[src/rtl/interrupt_controller_if.sv]
// Bus between the exception block/CPU side and the interrupt controller.
// The master drives interrupt lines, mask writes and ack/eret; the slave reports request and status.
interface interrupt_controller_if;
   logic [3:0] IRQ;
   logic       IntMaskWe;
   logic [3:0] IntMaskData;
   logic       IntAck;
   logic       ERET;
   logic       NMI;
   logic [1:0] NMI_ID;
   logic [3:0] IntMask;
   logic [3:0] IntPending;
   logic       InService;
   logic [1:0] ServiceID;

   modport master (
      output IRQ, IntMaskWe, IntMaskData, IntAck, ERET,
      input  NMI, NMI_ID, IntMask, IntPending, InService, ServiceID
   );

   modport slave (
      input  IRQ, IntMaskWe, IntMaskData, IntAck, ERET,
      output NMI, NMI_ID, IntMask, IntPending, InService, ServiceID
   );
endinterface

[src/rtl/interrupt_controller.sv]
// Four-source edge-triggered, fixed-priority interrupt controller with one request in flight
// and a post-ERET hold-off before the next request is raised.
module interrupt_controller #(
   parameter int HOLDOFF   = 4,
   parameter int HOLDOFF_W = 4
) (
   input logic                   clk,
   input logic                   reset,
   interrupt_controller_if.slave bus
);

   typedef enum logic [1:0] {S_IDLE, S_REQ, S_SERVICE, S_HOLDOFF} state_t;

   state_t               state, state_next;
   logic [3:0]           irq_d;
   logic [3:0]           pending, pending_next;
   logic [3:0]           mask, mask_next;
   logic                 nmi, nmi_next;
   logic [1:0]           nmi_id, nmi_id_next;
   logic                 in_service, in_service_next;
   logic [1:0]           service_id, service_id_next;
   logic [HOLDOFF_W-1:0] cnt, cnt_next;
   logic [3:0]           eligible;
   logic [3:0]           clr;
   logic [1:0]           win_id;
   logic                 win_any;

   assign eligible = pending & mask;

   always_comb begin
      win_id  = '0;
      win_any = 1'b0;
      for (int unsigned i = 0; i < 4; i++) begin
         if (eligible[i] && !win_any) begin
            win_id  = 2'(i);
            win_any = 1'b1;
         end
      end
   end

   always_comb begin
      state_next      = state;
      nmi_next        = nmi;
      nmi_id_next     = nmi_id;
      in_service_next = in_service;
      service_id_next = service_id;
      cnt_next        = cnt;
      clr             = '0;
      unique case (state)
         S_IDLE: begin
            if (win_any) begin
               state_next  = S_REQ;
               nmi_next    = 1'b1;
               nmi_id_next = win_id;
            end
         end
         S_REQ: begin
            if (bus.IntAck) begin
               state_next      = S_SERVICE;
               nmi_next        = 1'b0;
               in_service_next = 1'b1;
               service_id_next = nmi_id;
               clr[nmi_id]     = 1'b1;
            end
         end
         S_SERVICE: begin
            if (bus.ERET) begin
               in_service_next = 1'b0;
               if (HOLDOFF == 0) begin
                  state_next = S_IDLE;
               end else begin
                  state_next = S_HOLDOFF;
                  cnt_next   = HOLDOFF_W'(HOLDOFF - 1);
               end
            end
         end
         S_HOLDOFF: begin
            if (cnt == '0) state_next = S_IDLE;
            else           cnt_next   = cnt - 1'b1;
         end
         default: state_next = S_IDLE;
      endcase
      // A fresh edge on the bit being acknowledged is a new request, so set beats clear.
      pending_next = (pending & ~clr) | (bus.IRQ & ~irq_d);
      mask_next    = bus.IntMaskWe ? bus.IntMaskData : mask;
   end

   always_ff @(posedge clk) begin
      if (!reset) begin
         state      <= S_IDLE;
         irq_d      <= '0;
         pending    <= '0;
         mask       <= '0;
         nmi        <= 1'b0;
         nmi_id     <= '0;
         in_service <= 1'b0;
         service_id <= '0;
         cnt        <= '0;
      end else begin
         state      <= state_next;
         irq_d      <= bus.IRQ;
         pending    <= pending_next;
         mask       <= mask_next;
         nmi        <= nmi_next;
         nmi_id     <= nmi_id_next;
         in_service <= in_service_next;
         service_id <= service_id_next;
         cnt        <= cnt_next;
      end
   end

   assign bus.NMI        = nmi;
   assign bus.NMI_ID     = nmi_id;
   assign bus.IntMask    = mask;
   assign bus.IntPending = pending;
   assign bus.InService  = in_service;
   assign bus.ServiceID  = service_id;

endmodule
[src/flat_wrapper.sv]
// flat-port wrapper written by rule: the top's interface ports become plain ports
module interrupt_controller_flat 
#(
   parameter int HOLDOFF   = 4,
   parameter int HOLDOFF_W = 4
)
  (clk, reset, bus_IRQ, bus_IntMaskWe, bus_IntMaskData, bus_IntAck, bus_ERET, bus_NMI, bus_NMI_ID, bus_IntMask, bus_IntPending, bus_InService, bus_ServiceID);
  interrupt_controller_if bus_i ();
  input logic clk;
  input logic reset;
  input wire logic [$bits(bus_i.IRQ)-1:0] bus_IRQ;
  input wire logic [$bits(bus_i.IntMaskWe)-1:0] bus_IntMaskWe;
  input wire logic [$bits(bus_i.IntMaskData)-1:0] bus_IntMaskData;
  input wire logic [$bits(bus_i.IntAck)-1:0] bus_IntAck;
  input wire logic [$bits(bus_i.ERET)-1:0] bus_ERET;
  output wire logic [$bits(bus_i.NMI)-1:0] bus_NMI;
  output wire logic [$bits(bus_i.NMI_ID)-1:0] bus_NMI_ID;
  output wire logic [$bits(bus_i.IntMask)-1:0] bus_IntMask;
  output wire logic [$bits(bus_i.IntPending)-1:0] bus_IntPending;
  output wire logic [$bits(bus_i.InService)-1:0] bus_InService;
  output wire logic [$bits(bus_i.ServiceID)-1:0] bus_ServiceID;
  assign bus_i.IRQ = bus_IRQ;
  assign bus_i.IntMaskWe = bus_IntMaskWe;
  assign bus_i.IntMaskData = bus_IntMaskData;
  assign bus_i.IntAck = bus_IntAck;
  assign bus_i.ERET = bus_ERET;
  assign bus_NMI = bus_i.NMI;
  assign bus_NMI_ID = bus_i.NMI_ID;
  assign bus_IntMask = bus_i.IntMask;
  assign bus_IntPending = bus_i.IntPending;
  assign bus_InService = bus_i.InService;
  assign bus_ServiceID = bus_i.ServiceID;
  interrupt_controller #(.HOLDOFF(HOLDOFF), .HOLDOFF_W(HOLDOFF_W)) u_core (.clk(clk), .reset(reset), .bus(bus_i));
endmodule
[config.mk]
export PLATFORM = sky130hd
export DESIGN_NAME = interrupt_controller_flat
export DESIGN_NICKNAME = d
export VERILOG_FILES = /design/src/rtl/interrupt_controller_if.sv /design/src/rtl/interrupt_controller.sv /design/src/flat_wrapper.sv
export SDC_FILE = /design/constraint.sdc
export NUM_CORES = 1
export LEC_CHECK = 0
export ABC_AREA = 1
export CAP_MARGIN = 10
export CELL_PAD_IN_SITES_DETAIL_PLACEMENT = 1
export CELL_PAD_IN_SITES_GLOBAL_PLACEMENT = 2
export CORE_MARGIN = 2
export CORE_UTILIZATION = 33
export DETAILED_ROUTE_END_ITERATION = 16
export DONT_BUFFER_PORTS = 1
export GPL_TIMING_DRIVEN = 0
export PLACE_DENSITY_LB_ADDON = 0.12
export REMOVE_ABC_BUFFERS = 1
export SYNTH_ARGS = -nofsm -noshare
export SYNTH_HDL_FRONTEND = slang
export SYNTH_SLANG_ARGS = --single-unit
[constraint.sdc]
create_clock -name clk -period 1.6 [get_ports clk]
set_input_delay 0.32 -clock clk [delete_from_list [all_inputs] [get_ports clk]]
set_output_delay 0.32 -clock clk [all_outputs]
set_load 0.05 [all_outputs]
==> results.md <==
- In this run, the clock network consumes 22.5% of the power.
- The first detailed-routing pass ran for 3 iterations.
- The number of fill cells is 414.
- The power share of the combinational group is 30.8%.
- Measured in cells, the most critical reg-to-reg path has a length of 8.
- The later pin in the worst-skew pair is clocked with a latency of 0.32 ns.
- The largest total area in the synthesized netlist belongs to sky130_fd_sc_hd__dfxtp_1.
- In this run the number of H-tree levels came out at 1.
- The final hold violation count is 0.
- The post-synthesis area per instance is 7.50 sq um.
- Counting along the longest clock path gives a buffer depth of 2.
- The count of cells in the finished layout, fillers not included, comes to 198.
- The floorplan has 21 rows.
- Headroom to the max-slew limit came out at 54.3%.
- The detailed-route vias per instance is 4.81.
- The warning count from the yosys run is 0.
- The total number of clock tree sinks is 24.
- In the finished design, the share of the clock period the worst path needs comes to 91.8%.
- Counting flops and latches in the post-synthesis netlist gives 24.
- The number of top-level pins is 27.
- The total power per unit cell area is 1600 nW/um^2.
- The leakage component of the power is 0.558 nW.
- From bottom edge to top edge, the die measures 62.2 um.
- Dividing the detail-routed wire length by the instance count gives 12.9 um.
- At the end of routability-driven placement, the weighted congestion stood at 0.763.
- Compared with the post-synthesis result, the final layout area differs by 10.1%.
- The total negative slack is 0 ns.
- The total of buffers placed on input and output ports is 0.
- After routing the design area is 1230 sq um.
- At the pin with the least slew margin, the transition time is 0.685 ns.
- The cell count after synthesis came out at 149.
- The commonest non-fill, non-tap cell in the layout is sky130_fd_sc_hd__nand2_1.
- At the worst endpoint, the arrival time is 1.69 ns.
- The register clock-pin slew on the reported worst setup and hold paths is 0.14 ns.
- The largest vdd supply drop is 0.627 mV.
- Setup violations remaining at the end of the flow were counted as 0.
- After the last flow step, the layout net total stands at 173.
- The worst hold margin is 0.0897 ns.
- The core outline area is 3280 sq um.
- The register area share after synthesis is 43.0%.
- By area the synthesized netlist is led by sky130_fd_sc_hd__dfxtp_1 43%, sky130_fd_sc_hd__nand2_1 11%, sky130_fd_sc_hd__ha_1 7.8%, sky130_fd_sc_hd__inv_1 6.7%, sky130_fd_sc_hd__a21oi_1 4.9%.
- STA classifies the critical path endpoint as a flop.
- In the layout the commonest cells are 33 x sky130_fd_sc_hd__nand2_1, 20 x sky130_fd_sc_hd__inv_1, 20 x sky130_fd_sc_hd__dfxtp_1.
- The overall die area is 3870 sq um.
- Setup repair after global routing left no endpoint under its margin.
- The setup check on the worst reg-to-reg path leaves a slack of 0.13 ns.
- For this block, the via count after detailed routing is 952.
- In this run, placement finished with an instance count of 194.
- The number of antenna violations at the first check in global routing is 0.
- The reported max-cap violation count is 0.
- Once the clock tree was built, the setup fixing pass inserted 0 buffers.
- The number of hold-repair buffers added at the cts stage is 0.
- The via count of the first global-routing pass is 972.
- After legalization and detailed placement, the total HPWL measured 2.00 mm.
- The kind of critical path is flop to flop.
- The post-synthesis cell area is 1120 sq um.
- The detailed router finished its first iteration with 31 violations.
- Summed over all layers, the global routing overflow is 0.
- The maximum clock skew at final layout is 0.00901 ns.
- The number of clock buffers inserted by TritonCTS is 3.
- Across every metal layer, demand over resource in global routing totals 14.3%.
- Of the cells placed in the final design, the portion with a size suffix greater than 1 is 11.8%.
- The antenna diode count is 0.
- The internal power of the cells totals 1.18 mW.
- The worst setup path is launched from a flop.
- In this run the worst hold path is classified as input port to flop.
- Once detail routing completed, the nets flagged for antenna violations numbered 0.
- The time the final worst path needs with I/O delays and setup is 1.47 ns.
- Synthesis instantiated 22 different standard cells from the library.
- Registers are responsible for 46.7% of the overall power.
- The critical path data required time is 1.83 ns.
- The number of gates resized after CTS was 0.
- Net switching is 39.9% of the power.
- The critical-path maximum fanout is 6.
- The final layout contains routed wiring with a total length of 2.56 mm.
- The clock tree root driver cell is sky130_fd_sc_hd__clkbuf_4.
- The share of synthesized area in the top cell type comes to 43.0%.
- The final max-slew violation count was 0.
- The floorplan die width is 62.2 um.
- Cells fill 37.4% of the core in the end.
- Static timing analysis puts the maximum clock frequency at 681 MHz.
- The net switching power is 784 uW.
- The first-pass GRT wire length is 4.38 mm.
- After detailed placement, the total cell area comes to 1170 sq um.
- Entering global routing, the biggest net connects 17 pins.
- TritonCTS built the clock tree.
- The initial core utilization is 34.0%.
- The cell depth of the worst hold path is 2.
- The flow ran to the end, and the final reports show no timing, DRC or antenna violations.
- In the routed design, unresolved DRC markers number 0.
-- cells by family after synthesis --
family          count (synthesis)  share of synthesized area (%)
simple gates                   67                           26.5
compound gates                 28                           14.1
flops                          24                           43.0
buf+inv                        22                           7.73
fa+ha+maj                       7                           7.84
xor+xnor                        1                          0.784
-- power by group through the flow --
stage	Clock (mW)	Combinational, mW	Sequential [mW]
after floorplan	0	0.493	0.905
after global placement	0	0.587	0.932
after detailed placement	0	0.611	0.934
after CTS	0.459	0.615	0.919
after global routing	0.485	0.703	0.935
final	0.443	0.606	0.918
-- worst max-delay path, cell delays in order (launching register included) --
cell                      delay (ns)
sky130_fd_sc_hd__dfxtp_2        0.38
sky130_fd_sc_hd__inv_1          0.08
sky130_fd_sc_hd__ha_1           0.28
sky130_fd_sc_hd__nand2_2        0.16
sky130_fd_sc_hd__nand2_1        0.12
sky130_fd_sc_hd__nor2_4         0.16
sky130_fd_sc_hd__nand3_1        0.09
sky130_fd_sc_hd__nand2_1        0.07
sky130_fd_sc_hd__nor2_1         0.04
-- per-layer routing --
| layer | vias to the layer above | wire length (um) | global-route usage [%] |
|---|---|---|---|
| li1 | 484 | - | - |
| met1 | 437 | 1090 | 15.7 |
| met2 | 25 | 1270 | 25.7 |
| met3 | 6 | 150 | 3.80 |
| met4 | 0 | 51 | 6.67 |
| met5 | - | 0 | 0 |
-- state kept, by name (all words and copies together), names as in the netlist --
register	flops
u_core.bus.NMI_ID	2
u_core.state	2
u_core.bus.IntPending	4
u_core.irq_d	4
u_core.bus.ServiceID	2
u_core.bus.InService	1
u_core.bus.IntMask	4
u_core.bus.NMI	1
u_core.cnt	4
-- path summary, 6_finish.rpt --
check | startpoint | to
worst min register to register | u_core.irq_d[0] | u_core.bus.IntPending[0]
worst max register to register | u_core.state[0] | u_core.state[0]
worst min-delay path | reset | u_core.cnt[3]
worst max-delay path | u_core.state[0] | u_core.state[0]
-- per-stage QoR --
| step | power, mW | setup slack (ns) |
|---|---|---|
| 2_1_floorplan | 1.40 | 0.259 |
| 3_3_place_gp | 1.52 | 0.0888 |
| 3_5_place_dp | 1.54 | 0.0219 |
| 4_1_cts | 1.99 | 0.00301 |
| 5_1_grt | 2.12 | 0.000796 |
| 6_report | 1.97 | 0.132 |
-- cells in the mapped netlist --
library cell	number
sky130_fd_sc_hd__a211oi_1	2
sky130_fd_sc_hd__o31ai_1	1
sky130_fd_sc_hd__inv_1	20
sky130_fd_sc_hd__nand3_2	1
sky130_fd_sc_hd__buf_4	1
sky130_fd_sc_hd__nand3_1	11
sky130_fd_sc_hd__ha_1	7
sky130_fd_sc_hd__o21a_1	1
sky130_fd_sc_hd__o22ai_1	3
sky130_fd_sc_hd__or2_1	1
sky130_fd_sc_hd__nor2_2	3
sky130_fd_sc_hd__nor2_1	14
sky130_fd_sc_hd__a21oi_2	1
sky130_fd_sc_hd__nand2_1	33
sky130_fd_sc_hd__xnor2_1	1
sky130_fd_sc_hd__o21ai_0	6
sky130_fd_sc_hd__o21ai_1	3
sky130_fd_sc_hd__nor2_4	1
sky130_fd_sc_hd__a21oi_1	11
sky130_fd_sc_hd__inv_2	1
sky130_fd_sc_hd__nand2_2	3
sky130_fd_sc_hd__dfxtp_1	24
-- final cells by class --
cell class | instances | area (sq um) | share of cell area, %
Sequential cell | 24 | 485 | 39.5
Clock buffer | 3 | 22.5 | 1.83
Multi-Input combinational cell | 103 | 556 | 45.2
Clock inverter | 1 | 30.0 | 2.44
Tap cell | 46 | 57.6 | 4.68
Inverter | 21 | 78.8 | 6.41
Note: power is estimated with default switching activity, not from simulation.
